File: src/rtl/sx_pkg.sv
// Shared definitions for the send-FIFO write path: channel lanes, parser states
// and the default framing constants.
package sx_pkg;

    localparam logic [1:0] CH_FIX_CTRL = 2'd0;
    localparam logic [1:0] CH_CTRL     = 2'd1;
    localparam logic [1:0] CH_BUSI     = 2'd2;
    localparam logic [1:0] CH_CIRCUIT  = 2'd3;

    localparam logic [7:0] SYNC_H_DEF  = 8'hEB;
    localparam logic [7:0] SYNC_L_DEF  = 8'h90;
    localparam int         MAX_LEN_DEF = 320;
    localparam int         TIMEOUT_DEF = 16384;

    typedef enum logic [2:0] {
        HUNT_H,
        HUNT_L,
        GET_CH,
        GET_LH,
        GET_LL,
        PAYLOAD,
        CHECK
    } parse_state_t;

endpackage

File: src/rtl/sx_sat_cnt16.sv
// 16-bit statistics counter: synchronous clear wins over increment, and the
// count sticks at all-ones instead of wrapping.
module sx_sat_cnt16 (
    input  logic        sys_clk_i,
    input  logic        rst_n_i,
    input  logic        clr,
    input  logic        inc,
    output logic [15:0] cnt
);

    always_ff @(posedge sys_clk_i) begin
        if (!rst_n_i) begin
            cnt <= 16'h0000;
        end else if (clr) begin
            cnt <= 16'h0000;
        end else if (inc && (cnt != 16'hFFFF)) begin
            cnt <= cnt + 16'd1;
        end
    end

endmodule

File: src/rtl/sx_send_fifo_wr.sv
// Frame parser feeding the four per-channel send FIFOs: steers payload bytes
// onto lane ch of the shared write bus and keeps per-channel statistics.
module sx_send_fifo_wr
    import sx_pkg::*;
#(
    parameter int         MAX_LEN = MAX_LEN_DEF,
    parameter int         TIMEOUT = TIMEOUT_DEF,
    parameter logic [7:0] SYNC_H  = SYNC_H_DEF,
    parameter logic [7:0] SYNC_L  = SYNC_L_DEF
) (
    input  logic        sys_clk_i,
    input  logic        rst_n_i,
    input  logic [7:0]  up_data_i,
    input  logic        up_valid_i,
    output logic [3:0]  send_fifo_wr_en,
    output logic [31:0] send_fifo_wr_data,
    input  logic [3:0]  send_fifo_full,
    output logic [63:0] frame_ok_cnt,
    output logic [63:0] drop_byte_cnt,
    output logic [15:0] err_cnt,
    output logic [3:0]  overflow_flag,
    input  logic        clr_stat_i
);

    localparam int TMO_W = $clog2(TIMEOUT + 1);

    parse_state_t     state;
    logic [1:0]       ch;
    logic [7:0]       len_hi;
    logic [15:0]      remaining;
    logic [7:0]       xor_acc;
    logic [TMO_W-1:0] tmo_cnt;

    logic [15:0] len_full;
    logic [3:0]  lane_sel;
    logic        timeout_hit;
    logic        err_inc;
    logic [3:0]  ok_inc;
    logic [3:0]  drop_inc;

    // A valid byte in the expiry cycle keeps the frame alive, so expiry
    // only ever happens on an idle cycle.
    always_comb begin
        len_full    = {len_hi, up_data_i};
        lane_sel    = 4'b0001 << ch;
        timeout_hit = (state != HUNT_H) && !up_valid_i &&
                      (tmo_cnt == TMO_W'(TIMEOUT - 1));
        err_inc     = timeout_hit;
        ok_inc      = 4'b0000;
        drop_inc    = 4'b0000;
        if (up_valid_i) begin
            case (state)
                GET_CH:  err_inc = (up_data_i[7:2] != 6'd0);
                GET_LL:  err_inc = (len_full == 16'd0) || (len_full > 16'(MAX_LEN));
                PAYLOAD: drop_inc = lane_sel & send_fifo_full;
                CHECK: begin
                    if (up_data_i == xor_acc) begin
                        ok_inc = lane_sel;
                    end else begin
                        err_inc = 1'b1;
                    end
                end
                default: ;
            endcase
        end
    end

    always_ff @(posedge sys_clk_i) begin
        if (!rst_n_i) begin
            state             <= HUNT_H;
            ch                <= 2'd0;
            len_hi            <= 8'h00;
            remaining         <= 16'h0000;
            xor_acc           <= 8'h00;
            tmo_cnt           <= '0;
            send_fifo_wr_en   <= 4'b0000;
            send_fifo_wr_data <= 32'h0000_0000;
            overflow_flag     <= 4'b0000;
        end else begin
            send_fifo_wr_en <= 4'b0000;
            overflow_flag   <= clr_stat_i ? 4'b0000 : (overflow_flag | drop_inc);

            if (up_valid_i || state == HUNT_H || timeout_hit) begin
                tmo_cnt <= '0;
            end else begin
                tmo_cnt <= tmo_cnt + TMO_W'(1);
            end

            if (timeout_hit) begin
                state <= HUNT_H;
            end else if (up_valid_i) begin
                case (state)
                    HUNT_H: begin
                        if (up_data_i == SYNC_H) state <= HUNT_L;
                    end
                    HUNT_L: begin
                        if (up_data_i == SYNC_L) begin
                            state <= GET_CH;
                        end else if (up_data_i != SYNC_H) begin
                            state <= HUNT_H;
                        end
                    end
                    GET_CH: begin
                        if (up_data_i[7:2] != 6'd0) begin
                            state <= HUNT_H;
                        end else begin
                            ch      <= up_data_i[1:0];
                            xor_acc <= up_data_i;
                            state   <= GET_LH;
                        end
                    end
                    GET_LH: begin
                        len_hi  <= up_data_i;
                        xor_acc <= xor_acc ^ up_data_i;
                        state   <= GET_LL;
                    end
                    GET_LL: begin
                        remaining <= len_full;
                        xor_acc   <= xor_acc ^ up_data_i;
                        if ((len_full == 16'd0) || (len_full > 16'(MAX_LEN))) begin
                            state <= HUNT_H;
                        end else begin
                            state <= PAYLOAD;
                        end
                    end
                    PAYLOAD: begin
                        xor_acc           <= xor_acc ^ up_data_i;
                        remaining         <= remaining - 16'd1;
                        send_fifo_wr_en   <= lane_sel & ~send_fifo_full;
                        send_fifo_wr_data <= {4{up_data_i}};
                        if (remaining == 16'd1) state <= CHECK;
                    end
                    CHECK:   state <= HUNT_H;
                    default: state <= HUNT_H;
                endcase
            end
        end
    end

    for (genvar i = 0; i < 4; i++) begin : g_lane_cnt
        sx_sat_cnt16 u_ok_cnt (
            .sys_clk_i (sys_clk_i),
            .rst_n_i   (rst_n_i),
            .clr       (clr_stat_i),
            .inc       (ok_inc[i]),
            .cnt       (frame_ok_cnt[16*i +: 16])
        );
        sx_sat_cnt16 u_drop_cnt (
            .sys_clk_i (sys_clk_i),
            .rst_n_i   (rst_n_i),
            .clr       (clr_stat_i),
            .inc       (drop_inc[i]),
            .cnt       (drop_byte_cnt[16*i +: 16])
        );
    end

    sx_sat_cnt16 u_err_cnt (
        .sys_clk_i (sys_clk_i),
        .rst_n_i   (rst_n_i),
        .clr       (clr_stat_i),
        .inc       (err_inc),
        .cnt       (err_cnt)
    );

endmodule
File: config.mk
export PLATFORM = sky130hd
export DESIGN_NAME = sx_send_fifo_wr
export DESIGN_NICKNAME = d
export VERILOG_FILES = /design/src/rtl/sx_pkg.sv /design/src/rtl/sx_sat_cnt16.sv /design/src/rtl/sx_send_fifo_wr.sv
export SDC_FILE = /design/constraint.sdc
export NUM_CORES = 1
export LEC_CHECK = 0
export CORE_ASPECT_RATIO = 0.9
export CORE_UTILIZATION = 45
export DETAILED_ROUTE_END_ITERATION = 8
export GPL_TIMING_DRIVEN = 0
export HOLD_SLACK_MARGIN = 0.12
export PLACE_DENSITY_LB_ADDON = 0.05
export SYNTH_ARGS = -nofsm -noshare
export SYNTH_HDL_FRONTEND = slang
export SYNTH_HIERARCHICAL = 1
export SYNTH_SLANG_ARGS = --single-unit
File: constraint.sdc
create_clock -name sys_clk_i -period 6.35 [get_ports sys_clk_i]
set_input_delay 1.27 -clock sys_clk_i [delete_from_list [all_inputs] [get_ports sys_clk_i]]
set_output_delay 1.27 -clock sys_clk_i [all_outputs]
set_load 0.02 [all_outputs]
==> results.toml, run 1 <==
[run_status]
status = "completed"

[worst_setup_path]
critPathLaunchType = "primary input"
critPathArrivalTime_ns = 4.30
critPathBufInv = 1
path_delay_family = "simple AND/OR/NAND/NOR gates"
end_kind = "register"
worstPathRequired_ns = 6.78
cp_common_cell = "nor3_1"
worstSetupPathType = "in2reg"
crit_chain = "clkbuf_1, xnor2_1, nand3_1, nor3_1, nand2_1, nor3_1, and4_2, nand3_4, or4_1, a21oi_1"
crit_fanout = 9
r2r_setup_slack_ns = 2.64
crit_slowest_cell = "nor3_1"
slowest_delay_ns = 0.53

[final_layout]
drive_gt1_frac = 0.0937
synthToLayoutAreaGrowth_pct = 27.0
fin_area_mm2 = 0.0146
diodes = 0
fin_nets = 1538
stdcell_count = 1868
fillers = 2301

[grt]
grt_usage = 0.229
grt_pass1_vias = 9441
overflow = 0
grt_pass1_wl_um = 49500
antenna_found_initial = 0
grt_max_degree = 20

[routing]
drt-pass1-iter-count = 5
avgRoutedWirePerCell_um = 16.2
viasPerCell = 5.72
drc = 0
wirelength_um = 30300
via_count = 10700
first_iter_violations = 768
ant_nets = 0

[flow_run]
drv_cap = 0

[synth]
synth-compound-area-share = 0.207
synth_warnings = 6
yosys.area_share.adder = 0.0131
synth_top_area_frac = 0.369
syn_area_per_cell_um2 = 8.88
synth_top_family_by_area = "simple AND/OR/NAND/NOR gates"
synth_xor_area_frac = 0.0434
synth_cells = 1294
synth.most_common_cell = "dfxtp_1"
yosys_register_bits = 212
synth_seq_area_share = 0.369
synth_area_leaders = "dfxtp_1, nor2_1, nand2_1"
yosys.area_share.simple = 0.320
syn_area_mm2 = 0.0115
ys.flop_type = "dfxtp_1"
async_reset_ff_frac = 0
ys_types = 60
yosys-top-cells-count = "dfxtp_1, nor2_1, nand2_1"
syn_nets = 1322
synth_edf_count = 0
synth.mux.area_fraction = 0.00871
yosys.area.top_type = "dfxtp_1"

[cts]
clk_pin_slew_ns = 0.06
cts_buffers = 24
cts_resized = 0
clock-root-buffer = "clkbuf_16"
cts_tree = "done"
post_cts_buffers = 0
cts.hold.buffers_added = 0
clkSinkCount = 212
clockBufferDepth = 3
clk-insertion-delay-late_ns = 0.51
htree_num_levels = 1

[timing]
setup_viol = 0
fin_ws_ns = 2.49
maxSlewViolCount = 0
fmax_ghz = 0.259
max-slew-margin-rel = 0.166
hold_viol_final = 0
tns_ns = 0
finalCritPeriodShare = 0.609
rsz0062_at_grt = "false"
fin_skew_ns = 0.00840
worst_pin_slew_ns = 1.23
timing.final.crit_period_ns = 3.86

[floorplanning]
io_pins = 200
die_w_um = 170
rows = 55
die_y_um = 154
initial_core_util = 0.458
coreArea_mm2 = 0.0251
design.die.area_mm2 = 0.0262

[placement]
dp.cells = 1826
portBuffers = 190
placed_cell_area_mm2 = 0.0138
dpl.hpwl_um = 22200
gp_congestion = 0.859
pre_cts_ws_ns = 2.00

[power_and_ir_drop]
vdd_drop_max_uv = 171
p_leak_uw = 0.00499
p_per_area_mw_per_mm2 = 189

[hold_path]
hold_path_class = "reg2reg"
[flip-flops by register name, indices dropped and copies added (netlist names)]
register / cells
remaining: 16
g_lane_cnt.u_drop_cnt/cnt: 64
state: 3
g_lane_cnt.u_ok_cnt/cnt: 64
tmo_cnt: 15
send_fifo_wr_data: 8
xor_acc: 8
send_fifo_wr_en: 4
ch: 2
u_err_cnt/cnt: 16
len_hi: 8
overflow_flag: 4
[where the power goes]
group          leakage (µW)  switching (µW)  total [µW]  internal (µW)
Clock              0.000383             537        1370            829
Combinational       0.00290            47.3        65.4           18.1
Sequential          0.00171         0.00909        1330           1330
[per-stage QoR]
step,total power [µW],hold WS (ns),utilization
after floorplan,1400,0.441,-
after global placement,1420,0.446,0.550
after detailed placement,1420,0.454,0.550
after CTS,2800,0.468,0.581
after global routing,2850,0.494,0.581
final,2760,0.463,0.581
[metal layers]
metal / share of wire / global-route usage
met1: 0.48 / 0.327
met2: 0.45 / 0.366
met3: 0.046 / 0.0270
met4: 0.020 / 0.0579
met5: 0 / 0
[final timing paths]
check / from / end / cells past startpoint
setup / recovery: up_data_i[5] / g_lane_cnt[0].u_ok_cnt/cnt[9] / 10
hold / removal: overflow_flag[3] / overflow_flag[3] / 1
setup reg to reg: state[0] / g_lane_cnt[2].u_drop_cnt/cnt[9] / 10
hold reg to reg: overflow_flag[3] / overflow_flag[3] / 1
[cells in the final DEF, fill, tap and decap left out, types with 23 or more instances in the layout]
master           count
dfxtp_1            212
clkdlybuf4s50_1    190
nor2_1             143
nand2_1            113
o21ai_0             57
nand3_1             53
a21oi_1             51
clkbuf_1            47
nor4_1              33
xor2_1              33
nor3_1              32
and2_1              29
inv_1               28
buf_4               25
clkbuf_16           25
xnor2_1             24
or3_1               23
[kinds of logic (layout without fill, tap and decap cells)]
logic type               after synthesis  count (layout)
buffers and inverters                 92             324
flip-flops                           212             212
adder cells (fa/ha/maj)               12              12
multiplexers                          10              10
AO/OA/AOI/OAI                        300             300
XOR/XNOR                              57              57
AND/OR/NAND/NOR                      611             611
[final cells by class]
class,instances,area (µm²),area share
Clock buffer,39,738,0.0505
Buffer,64,334,0.0229
Sequential cell,212,4240,0.291
Multi-Input combinational cell,990,6810,0.467
Clock inverter,3,40.0,0.00274
Timing Repair Buffer,190,1900,0.130
Tap cell,342,428,0.0293
Inverter,28,105,0.00720
Note: power is estimated with default switching activity, not from simulation.
==> inputs of run 2 (changes only) <==
==> constraint.sdc (replaced) <==
create_clock -name sys_clk_i -period 3.1 [get_ports sys_clk_i]
set_input_delay 0.62 -clock sys_clk_i [delete_from_list [all_inputs] [get_ports sys_clk_i]]
set_output_delay 0.62 -clock sys_clk_i [all_outputs]
set_load 0.02 [all_outputs]
==> run 2 against run 1 <==
  * Final cell count about the same
  * Via count about the same
  * Clock power increased by 100%
  * Sequential share of layout area decreased by 0.13 points
  * First-iteration DRC count increased by 5.9%
  * Combinational power increased by 110%
==> results.toml, run 2 (synthesis gave the netlist of run 1 again) <==
[worst_setup_path]
critPathArrivalTime_ns = 3.38
worstSetupPathType = "in2reg"
critPathBufInv = 1
path_delay_family = "simple AND/OR/NAND/NOR gates"
crit_fanout = 9
end_kind = "register"
crit_slowest_cell = "clkbuf_1"
slowest_delay_ns = 0.41
worstPathRequired_ns = 3.47
critPathLaunchType = "primary input"
cp_common_cell = "nand2_1"
crit_chain = "clkbuf_1, xnor2_1, nand2_1, nor3_1, nand2_1, nor2_1, and4_2, nand3_4, o311ai_0, o41ai_1"

[timing]
finalCritPeriodShare = 0.970
fmax_ghz = 0.333
max-slew-margin-rel = 0.364
fin_skew_ns = 0.0105
timing.hold.ws_ns = 0.464
maxSlewViolCount = 0
hold_viol_final = 0
worst_pin_slew_ns = 0.951
timing.final.crit_period_ns = 3.01
setup_viol = 0
rsz0062_at_grt = "true"

[routing]
ant_nets = 0
via_count = 10700
drc = 0
wirelength_um = 30500
first_iter_violations = 813
drt-pass1-iter-count = 5
viasPerCell = 5.72
avgRoutedWirePerCell_um = 16.3

[cts]
cts_tree = "done"
htree_num_levels = 1
clk_pin_slew_ns = 0.06
clk-insertion-delay-late_ns = 0.51
cts.hold.buffers_added = 0
clock-root-buffer = "clkbuf_16"
cts_buffers = 24
clkSinkCount = 212
clockBufferDepth = 3

[placement]
dpl.hpwl_um = 22200
portBuffers = 190
gp_congestion = 0.859

[power_and_ir_drop]
p_leak_uw = 0.00503
p_per_area_mw_per_mm2 = 386
vdd_drop_max_uv = 350
finalPower_uw = 5660

[final_layout]
drive_gt1_frac = 0.107
synthToLayoutAreaGrowth_pct = 27.7
fin_nets = 1537
multi_input_area_mm2 = 0.00687
fillers = 2294
regArea_mm2 = 0.00425
final_common_cell = "dfxtp_1"
layout_common_cells = "dfxtp_1, clkdlybuf4s50_1, nor2_1"
diodes = 0
reg_top3 = "g_lane_cnt.u_drop_cnt/cnt (64), g_lane_cnt.u_ok_cnt/cnt (64)"

[floorplanning]
die_y_um = 154
coreArea_mm2 = 0.0251
io_pins = 200
design.die.area_mm2 = 0.0262
rows = 55
initial_core_util = 0.458
die_w_um = 170

[grt]
grt_usage = 0.230
grt_pass1_vias = 9456
grt_max_degree = 20
grt_pass1_wl_um = 49600
antenna_found_initial = 0
overflow = 0

[flow_run]
drv_cap = 0

[run_status]
status = "completed"

[hold_path]
hold_path_class = "reg2reg"
-- run 2: changes by cell type in the layout (fill, tap and decap cells not counted), sizes merged --
| cell | change |
|---|---|
| clkbuf | -3 |
| buf | +2 |
-- run 2: per-layer routing --
metal | track usage | up-vias | wire [µm]
met1 | 0.327 | 5069 | 14700
met4 | 0.0592 | 0 | 636
met5 | 0 | - | 0
met3 | 0.0278 | 47 | 1320
li1 | - | 5317 | -
met2 | 0.367 | 246 | 13800
-- run 2: timing repair --
item | 4_1_cts | 5_1_grt
hold endpoints to repair | 0 | 0
pin swaps | 1 | 0
endpoints found under the setup margin | 43 | 47
setup buffers | 1 | 0
gates resized for setup | 6 | 28
-- run 2: layout make-up --
type / count / area share
clock inverter: 3 / 0.00273
buffer: 62 / 0.0230
sequential: 212 / 0.289
timing repair buffer: 191 / 0.130
multi-input combinational: 990 / 0.468
tap: 342 / 0.0292
inverter: 28 / 0.00716
clock buffer: 39 / 0.0503
-- run 2: metrics by stage --
stage / setup TNS, ns / utilization / cell area (µm²) / instances / setup WS (ns)
after global routing: -0.0193 / 0.584 / 14700 / 1867 / -0.0156
after detailed placement: -26.43 / 0.550 / 13800 / 1826 / -0.643
final: 0 / 0.584 / 14700 / 1867 / 0.0933
after CTS: 0 / 0.582 / 14600 / 1867 / 0.00293
after floorplan: 0 / - / 11500 / 1294 / 0.151
after global placement: -25.56 / 0.550 / 13800 / 1826 / -0.643
-- run 2: power by group --
part | switching [µW] | leakage [µW] | internal [µW]
registers | 0.108 | 0.00171 | 2720
clock network | 1100 | 0.000383 | 1700
logic | 97.8 | 0.00294 | 38.6
total | 1200 | 0.00503 | 4460
-- run 2: worst paths after layout --
check | start | to | slack [ns] | depth (start not counted)
setup / recovery | up_data_i[6] | g_lane_cnt[1].u_ok_cnt/cnt[11] | 0.09 | 10
hold reg to reg | overflow_flag[3] | overflow_flag[3] | 0.46 | 1
setup reg to reg | xor_acc[0] | g_lane_cnt[1].u_ok_cnt/cnt[11] | 0.16 | 9
hold / removal | overflow_flag[3] | overflow_flag[3] | 0.46 | 1
-- run 2: worst reg2reg max path, stage by stage (launching register included) --
cell	delay [ns]
dfxtp_1	0.44
xnor2_1	0.15
nand4_1	0.10
nor3_1	0.40
nand2_1	0.28
nor2_1	0.37
and4_2	0.37
nand3_4	0.15
o311ai_0	0.40
o41ai_1	0.15
